--- config.mk ---
export PLATFORM = sky130hd
export DESIGN_NAME = cipher_iter_param
export DESIGN_NICKNAME = d
export VERILOG_FILES = /design/src/rtl/cipher_iter_param_pkg.sv /design/src/rtl/cipher_iter_param_round.sv /design/src/rtl/cipher_iter_param.sv
export SDC_FILE = /design/constraint.sdc
export NUM_CORES = 1
export LEC_CHECK = 0
export ABC_AREA = 1
export CELL_PAD_IN_SITES_DETAIL_PLACEMENT = 0
export CELL_PAD_IN_SITES_GLOBAL_PLACEMENT = 1
export CORE_ASPECT_RATIO = 1.75
export CORE_UTILIZATION = 40
export DETAILED_ROUTE_END_ITERATION = 10
export PLACE_DENSITY = 0.93
export RECOVER_POWER = 100
export SLEW_MARGIN = 15
export SYNTH_ARGS = -nofsm -noshare
export SYNTH_HDL_FRONTEND = slang
export SYNTH_SLANG_ARGS = --single-unit
--- constraint.sdc ---
create_clock -name clk -period 10.81 [get_ports clk]
set_clock_uncertainty 0.2 [all_clocks]
set_input_delay 2.162 -clock clk [delete_from_list [all_inputs] [get_ports clk]]
set_output_delay 2.162 -clock clk [all_outputs]
set_load 0.02 [all_outputs]
--- src/rtl/cipher_iter_param_pkg.sv ---
// Shared constants, state encoding and PRESENT-80 layer functions for cipher_iter_param.
// Inverse layers are only referenced when CIPHER_ITER_DEC_EN is defined.
package cipher_iter_param_pkg;

    localparam int N_K = 80;
    localparam int N_B = 64;
    localparam int N_R = 31;

    typedef enum logic [1:0] {IDLE, KEXP, RUN, DONE} state_t;

    // Nibble tables, entry x sits at bits [4x+3:4x]
    localparam logic [63:0] SBOX_T     = 64'h2174_8FE3_DA09_B65C;
    localparam logic [63:0] INV_SBOX_T = 64'hA970_364B_D21C_8FE5;

    function automatic logic [3:0] sbox(input logic [3:0] x);
        return SBOX_T[{x, 2'b00} +: 4];
    endfunction

    function automatic logic [3:0] inv_sbox(input logic [3:0] x);
        return INV_SBOX_T[{x, 2'b00} +: 4];
    endfunction

    function automatic logic [N_B-1:0] s_layer(input logic [N_B-1:0] x);
        logic [N_B-1:0] y;
        for (int i = 0; i < N_B / 4; i++) y[4*i +: 4] = sbox(x[4*i +: 4]);
        return y;
    endfunction

    function automatic logic [N_B-1:0] inv_s_layer(input logic [N_B-1:0] x);
        logic [N_B-1:0] y;
        for (int i = 0; i < N_B / 4; i++) y[4*i +: 4] = inv_sbox(x[4*i +: 4]);
        return y;
    endfunction

    // Bit i moves to 16*i mod 63; bit 63 stays put
    function automatic logic [N_B-1:0] p_layer(input logic [N_B-1:0] x);
        logic [N_B-1:0] y;
        for (int i = 0; i < N_B - 1; i++) y[(16 * i) % 63] = x[i];
        y[N_B-1] = x[N_B-1];
        return y;
    endfunction

    function automatic logic [N_B-1:0] inv_p_layer(input logic [N_B-1:0] x);
        logic [N_B-1:0] y;
        for (int i = 0; i < N_B - 1; i++) y[i] = x[(16 * i) % 63];
        y[N_B-1] = x[N_B-1];
        return y;
    endfunction

    function automatic logic [N_K-1:0] key_update(input logic [N_K-1:0] kin, input logic [4:0] rc);
        logic [N_K-1:0] t;
        t = {kin[18:0], kin[79:19]};
        t[79:76] = sbox(t[79:76]);
        t[19:15] = t[19:15] ^ rc;
        return t;
    endfunction

    function automatic logic [N_K-1:0] key_update_inv(input logic [N_K-1:0] kin, input logic [4:0] rc);
        logic [N_K-1:0] t;
        t = kin;
        t[19:15] = t[19:15] ^ rc;
        t[79:76] = inv_sbox(t[79:76]);
        return {t[60:0], t[79:61]};
    endfunction

endpackage

--- src/rtl/cipher_iter_param_round.sv ---
// One combinational PRESENT-80 round with key update; passes through when en=0.
// The decrypt branch exists only when CIPHER_ITER_DEC_EN is defined.
module cipher_round
    import cipher_iter_param_pkg::*;
(
    input  logic           dec,
    input  logic           en,
    input  logic [4:0]     idx,
    input  logic [N_B-1:0] st_in,
    input  logic [N_K-1:0] key_in,
    output logic [N_B-1:0] st_out,
    output logic [N_K-1:0] key_out
);

    always_comb begin
        st_out  = st_in;
        key_out = key_in;
        if (en) begin
`ifdef CIPHER_ITER_DEC_EN
            if (dec) begin
                // Walk the key back to K_idx, then strip it after the inverse layers
                key_out = key_update_inv(key_in, idx);
                st_out  = inv_s_layer(inv_p_layer(st_in)) ^ key_out[N_K-1:16];
            end else
`endif
            begin
                st_out  = p_layer(s_layer(st_in ^ key_in[N_K-1:16]));
                key_out = key_update(key_in, idx);
            end
        end
    end

`ifndef CIPHER_ITER_DEC_EN
    logic unused_dec;
    assign unused_dec = dec;
`endif

endmodule

--- src/rtl/cipher_iter_param.sv ---
// Iterative PRESENT-80 engine, UNROLL rounds per clock, 4-phase req/ack handshake.
// Define CIPHER_ITER_DEC_EN to enable decryption (KEXP state + inverse datapath).
module cipher_iter_param
    import cipher_iter_param_pkg::*;
#(
    parameter int UNROLL = 1
) (
    input  logic           clk,
    input  logic           rst,
    input  logic           req,
    output logic           ack,
    input  logic           dec,
    input  logic [N_K-1:0] k,
    input  logic [N_B-1:0] m,
    output logic [N_B-1:0] c
);

    state_t                   state, state_nx;
    logic [4:0]               ctr;
    logic [N_B-1:0]           st;
    logic [N_K-1:0]           key;
    logic                     run_dec;
    logic                     last;
    logic [UNROLL:0][N_B-1:0] st_ch;
    logic [UNROLL:0][N_K-1:0] key_ch;

`ifdef CIPHER_ITER_DEC_EN
    logic dec_r;
    assign run_dec = dec_r && (state == RUN);
`else
    logic unused_dec;
    assign unused_dec = dec;
    assign run_dec    = 1'b0;
`endif

    // Decryption opens with the K32 whitening before the first inverse round
    assign st_ch[0]  = (run_dec && ctr == 5'(N_R)) ? (st ^ key[N_K-1:16]) : st;
    assign key_ch[0] = key;

    for (genvar j = 0; j < UNROLL; j++) begin : g_round
        int ri;
        assign ri = run_dec ? (int'(ctr) - j) : (int'(ctr) + j);
        cipher_round u_round (
            .dec     (run_dec),
            .en      (ri >= 1 && ri <= N_R),
            .idx     (5'(ri)),
            .st_in   (st_ch[j]),
            .key_in  (key_ch[j]),
            .st_out  (st_ch[j+1]),
            .key_out (key_ch[j+1])
        );
    end

    always_comb begin
        if (run_dec) last = (int'(ctr) - UNROLL) < 1;
        else         last = (int'(ctr) + UNROLL) > N_R;
    end

    always_comb begin
        state_nx = state;
        case (state)
            IDLE: begin
                if (req) begin
                    state_nx = RUN;
`ifdef CIPHER_ITER_DEC_EN
                    if (dec) state_nx = KEXP;
`endif
                end
            end
            KEXP:    if (last) state_nx = RUN;
            RUN:     if (last) state_nx = DONE;
            DONE:    if (!req) state_nx = IDLE;
            default: state_nx = IDLE;
        endcase
    end

    always_ff @(posedge clk or posedge rst) begin
        if (rst) begin
            state <= IDLE;
            ack   <= 1'b0;
            c     <= '0;
            ctr   <= '0;
            st    <= '0;
            key   <= '0;
`ifdef CIPHER_ITER_DEC_EN
            dec_r <= 1'b0;
`endif
        end else begin
            state <= state_nx;
            case (state)
                IDLE: begin
                    if (req) begin
                        st    <= m;
                        key   <= k;
                        ctr   <= 5'd1;
`ifdef CIPHER_ITER_DEC_EN
                        dec_r <= dec;
`endif
                    end
                end
                KEXP: begin
                    key <= key_ch[UNROLL];
                    ctr <= last ? 5'(N_R) : ctr + 5'(UNROLL);
                end
                RUN: begin
                    st  <= st_ch[UNROLL];
                    key <= key_ch[UNROLL];
                    ctr <= run_dec ? ctr - 5'(UNROLL) : ctr + 5'(UNROLL);
                    if (last) begin
                        ack <= 1'b1;
                        c   <= run_dec ? st_ch[UNROLL] : (st_ch[UNROLL] ^ key_ch[UNROLL][N_K-1:16]);
                    end
                end
                DONE: if (!req) ack <= 1'b0;
                default: ;
            endcase
        end
    end

endmodule
## After elaboration in Yosys (flattened, before gate mapping)

Index checks and enable logic that the tools add are counted.

| cells by class | value |
|---|---|
| $add $sub $neg | 2 |
| order comparisons | 3 |
| equality and inequality tests | 8 |
| shift operators | 17 |
| mux-type cells | 17 |
| bitwise operators | 3 |
| reductions and logical operators | 14 |

Operators with widths:

| cell | number |
|---|---|
| indexed part select 64 x 7 -> 4 bit, first input constant | 17 |
| 2-to-1 mux 80 bit | 2 |
| case mux 80 bit (2 select lines) | 1 |
| 2-to-1 mux 64 bit | 2 |
| case mux 64 bit (2 select lines) | 1 |
| bitwise XOR 64 bit | 2 |
| case mux 5 bit (3 select lines) | 1 |
| 2-to-1 mux 5 bit | 2 |
| 2-to-1 mux 2 bit | 4 |
| != test 2 bit, second input constant | 4 |
| case mux 2 bit (4 select lines) | 1 |
| AND reduction 2 bit | 4 |
| adder 5 x 1 -> 6 bit, second input constant | 1 |
| > comparator 6 x 5 -> 1 bit, second input constant | 1 |
| AND reduction 3 bit | 2 |
| nonzero test 2 bit | 3 |
| adder 5 x 1 -> 5 bit, second input constant | 1 |
| greater-or-equal comparator 5 x 1 -> 1 bit, second input constant | 1 |
| <= comparator 5 bit, second input constant | 1 |
| bitwise XOR 5 bit | 1 |
| equality test 2 bit, second input constant | 2 |
| AND reduction 4 bit | 1 |
| nonzero test 3 bit | 1 |
| equality test 2 x 1 -> 1 bit, second input constant | 1 |
| other kinds (6) | 7 |

| storage, ports and cells | value |
|---|---|
| bits in registers | 216 |
| input bits | 148 |
| output and inout bits | 65 |
| word-level logic and storage cells | 71 |

## Longest topological paths before layout

| logic depth | value |
|---|---|
| depth in word-level cells | 4 |
| depth in mapped cells | 15 |

## Modules after synthesis

From an unflattened synthesis, not the netlist that was laid out.

| second synthesis, totals | value |
|---|---|
| cells, all modules | 2394 |
| area total of the unflattened synthesis | 15964.1 sq um |

By module, submodules not included:

| module | instances | cells an instance | area each (sq um) | sequential area each (sq um) |
|---|---|---|---|---|
| cipher_iter_param | 1 | 1146 | 10156.0 | 5405.2 |
| cipher_round | 1 | 1248 | 5808.1 | 0.0 |

## Worst setup path before layout

Ideal clock, no wire load.

| timing path | value |
|---|---|
| kind | input-to-reg |
| start | input req |
| end | register key[10] |
| library setup time | 141 ps |
| arrival | 3161 ps |
| data required time | 10469 ps |
| slack | 7308 ps |
| stages on the path | 6 |
| cells stage by stage | nor2_1 nor2_1 nor2_2 a21oi_1 clkbuf_1 a31oi_1 |

| between the ends | value |
|---|---|
| longest elaborated chain between the ends | 2 |

RTL lines:

| item | line | RTL |
|---|---|---|
| start, declared | cipher_iter_param.sv:10 | `input logic req,` |
| != test 2 bit (no source line) | n/a |  |
| AND reduction 3 bit (no source line) | n/a |  |
| end signal, assigned | cipher_iter_param.sv:94 | `key <= k;` |
| end signal, assigned | cipher_iter_param.sv:102 | `key <= key_ch[UNROLL];` |
| end signal, assigned | cipher_iter_param.sv:107 | `key <= key_ch[UNROLL];` |
| end, declared | cipher_iter_param.sv:21 | `logic [N_K-1:0] key;` |

No other way between the ends.
A chain may end at the register's enable or synchronous reset.

## Worst setup path in the final report

| timing path | value |
|---|---|
| start | input req |
| end | register st[33] |

| between the ends | value |
|---|---|
| longest elaborated chain between the ends | 2 |

RTL lines:

| item | line | RTL |
|---|---|---|
| != test 2 bit (no source line) | n/a |  |
| AND reduction 2 bit (no source line) | n/a |  |
| end signal, assigned | cipher_iter_param.sv:93 | `st <= m;` |
| end signal, assigned | cipher_iter_param.sv:106 | `st <= st_ch[UNROLL];` |
| end, declared | cipher_iter_param.sv:20 | `logic [N_B-1:0] st;` |

No other way between the ends.

==> flow_metrics.tcl <==
set metrics [dict create \
    nFillCells 4289 \
    synth_cell_type_count 31 \
    place_hpwl_mm 48.7 \
    die_h_microns 274 \
    io_buffer_count 211 \
    clk_latency_ns 0.56 \
    synthTopCellsByArea "dfrtp_1 (32%), nand2_1 (25%), nand3_1 (12%), ha_1 (6.9%), inv_1 (5.2%)" \
    fmax_ghz 0.129 \
    antenna_cells 0 \
    gr-total-overflow 0 \
    grt_pass1_wl_mm 102 \
    drt-pass1-iter-count 8 \
    dr_total_vias 18700 \
    finalCritPeriodShare_pct 71.6 \
    arrival_ns 7.97 \
    synth.most_common_cell "nand2_1" \
    crit_fanout 54 \
    drive_gt1_share_pct 2.50 \
    cts_sinks 216 \
    ctsRootBufferMaster "clkbuf_16" \
    clk_pin_slew_ns 0.06 \
    synth_area_sq_um 16900 \
    area_growth_pct 19.5 \
    io_pins 213 \
    die_w_microns 157 \
    hold_class "register to register" \
    postCtsSetupBuffers 0 \
    crit_start "req" \
    tns_ns 0 \
    period_minus_slack_ns 7.74 \
    cts_buffers 25 \
    maxSlewViolCount 362 \
    syn_inst 2732 \
    whs_ns 0.271 \
    grt_max_degree 116 \
    cts_tree "yes" \
    core_area_sq_um 41700 \
    ys_seq_elements 216 \
    cts.htree.levels 1 \
    synthFlopType "dfrtp_1" \
    grt_use_total_pct 31.5 \
    rsz0062_at_grt "no" \
    synth.net_count 2973 \
    violations "max-capacitance violations, max-slew violations" \
    critPathKind "primary input to register" \
    max_cap_violations 5 \
    synth_top_area_share_pct 32.0 \
    cts_max_path_buffers 3 \
    maxSlewHeadroom_pct -251 \
    critical_path_required_ns 11.04 \
    yosysSeqAreaShare_pct 32.0 \
    hold_start "c[46]$_DFFE_PP0P_" \
    startpoint_type "primary input" \
    hold_violations 0 \
    r2r_start "state[0]$_DFFE_PP0P_" \
    vias_per_cell 5.45 \
    setup_viol 0 \
    worst_slack_ns 3.07 \
    yosys.area.top_type "dfrtp_1" \
    multi_input_area_sq_um 10100 \
    grt_pass1_vias 18000 \
    tightest_slew_ns 5.23 \
    register_area_sq_um 5410 \
    drc 0 \
    outcome "complete, but fails checks" \
    num_rows 99 \
    async_flop_share_pct 100 \
    yosys-top-cells-count "nand2_1 (1142), nand3_1 (414), inv_1 (234), dfrtp_1 (216), nor2_1 (192)" \
    synth_enable_flop_cells 0 \
    ant_nets 0 \
    gp_congestion 0.963 \
    wl_mm 67.6 \
    post-route-util_pct 48.4 \
    ys.warnings.count 0 \
    pre_cts_ws_ns 5.11 \
    syn_avg_cell_area_sq_um 6.19 \
    final_nets 3106 \
    cts_resized 0 \
    initial_utilization_pct 40.5 \
    drtIter0Drc 1396 \
    routedWlPerCell_microns 19.7 \
    holdBufCountCts 0 \
    die_area_sq_um 43100 \
    antenna_found_initial 0 \
    cp-end-kind "register" \
]
## sequential cells by signal (all words and copies together), names as in the netlist
| register | cells |
|---|---|
| c | 64 |
| ack | 1 |
| key | 80 |
| ctr | 5 |
| state | 2 |
| st | 64 |
## routing by layer
metal  up-vias  GRT usage, %  share of wire, %
met5         -             0                 0
met4         0          27.0               9.4
met3       198          2.91               6.2
met2       760          53.1                48
met1      8795          35.5                37
li1       8989             -                 -
## cell families after synthesis
| group | Yosys count | synth area share, % |
|---|---|---|
| and+or+nand+nor | 1772 | 43.0 |
| DFF | 216 | 32.0 |
| buffers and inverters | 366 | 8.61 |
| AOI/OAI and AO/OA | 270 | 8.80 |
| xor gates and xnor gates | 15 | 0.777 |
| adders and majority gates | 93 | 6.88 |
## critical path, cell delays in order
cell and delay, ns:
dlygate4sd3_1 0.57, nand2_1 0.06, inv_1 0.84, clkbuf_1 1.95
nor2_1 0.25, clkinvlp_2 1.17, buf_4 0.63, nor2_1 0.09
o21bai_1 0.17
## final timing paths
path,end,slack (ns),depth (start not counted)
min in group asynchronous,c[25]$_DFFE_PP0P_,3.46,2
worst max-delay path,st[33]$_DFFE_PP0P_,3.07,9
worst max register to register,st[33]$_DFFE_PP0P_,3.11,11
worst min-delay path,c[46]$_DFFE_PP0P_,0.27,2
max in group asynchronous,key[56]$_DFFE_PP0P_,4.37,3
worst min register to register,c[46]$_DFFE_PP0P_,0.27,2
## stage by stage
step | instances | cell area, sq um
5_1_grt | 3437 | 20200
6_report | 3437 | 20200
2_1_floorplan | 2732 | 16900
3_3_place_gp | 3393 | 19400
3_5_place_dp | 3393 | 19400
4_1_cts | 3437 | 20300
## cell usage in the layout (no fill, tap or decap), types with 4 or more instances in the layout
master / netlist / routed
o21ai_0: 74 / 77
buf_4: 9 / 16
xor2_1: 10 / 10
nand3_1: 414 / 414
clkbuf_16: 0 / 25
nand4_1: 4 / 4
inv_1: 234 / 234
a21oi_1: 94 / 94
a31oi_1: 16 / 16
clkbuf_1: 68 / 9
o22ai_1: 69 / 69
dlygate4sd3_1: 0 / 67
clkdlybuf4s50_1: 0 / 144
nand3b_1: 11 / 11
nor2_1: 192 / 190
bufinv_16: 0 / 4
dfrtp_1: 216 / 216
clkbuf_8: 0 / 6
xnor2_1: 5 / 5
nand2_1: 1142 / 1142
o21bai_1: 8 / 8
or2_2: 4 / 4
ha_1: 93 / 93
## layout make-up
cell class	instances	share of cell area, %
multi-input cells	2150	49.9
clock buffers	35	3.58
flip-flops and latches	216	26.8
inverters	240	4.48
clock inverters	9	0.749
repair buffers	232	11.1
well taps	555	3.44
Power is left out: the tool's default activity adds up to more than one toggle a clock period on the data nets, which glitch-free logic cannot reach.
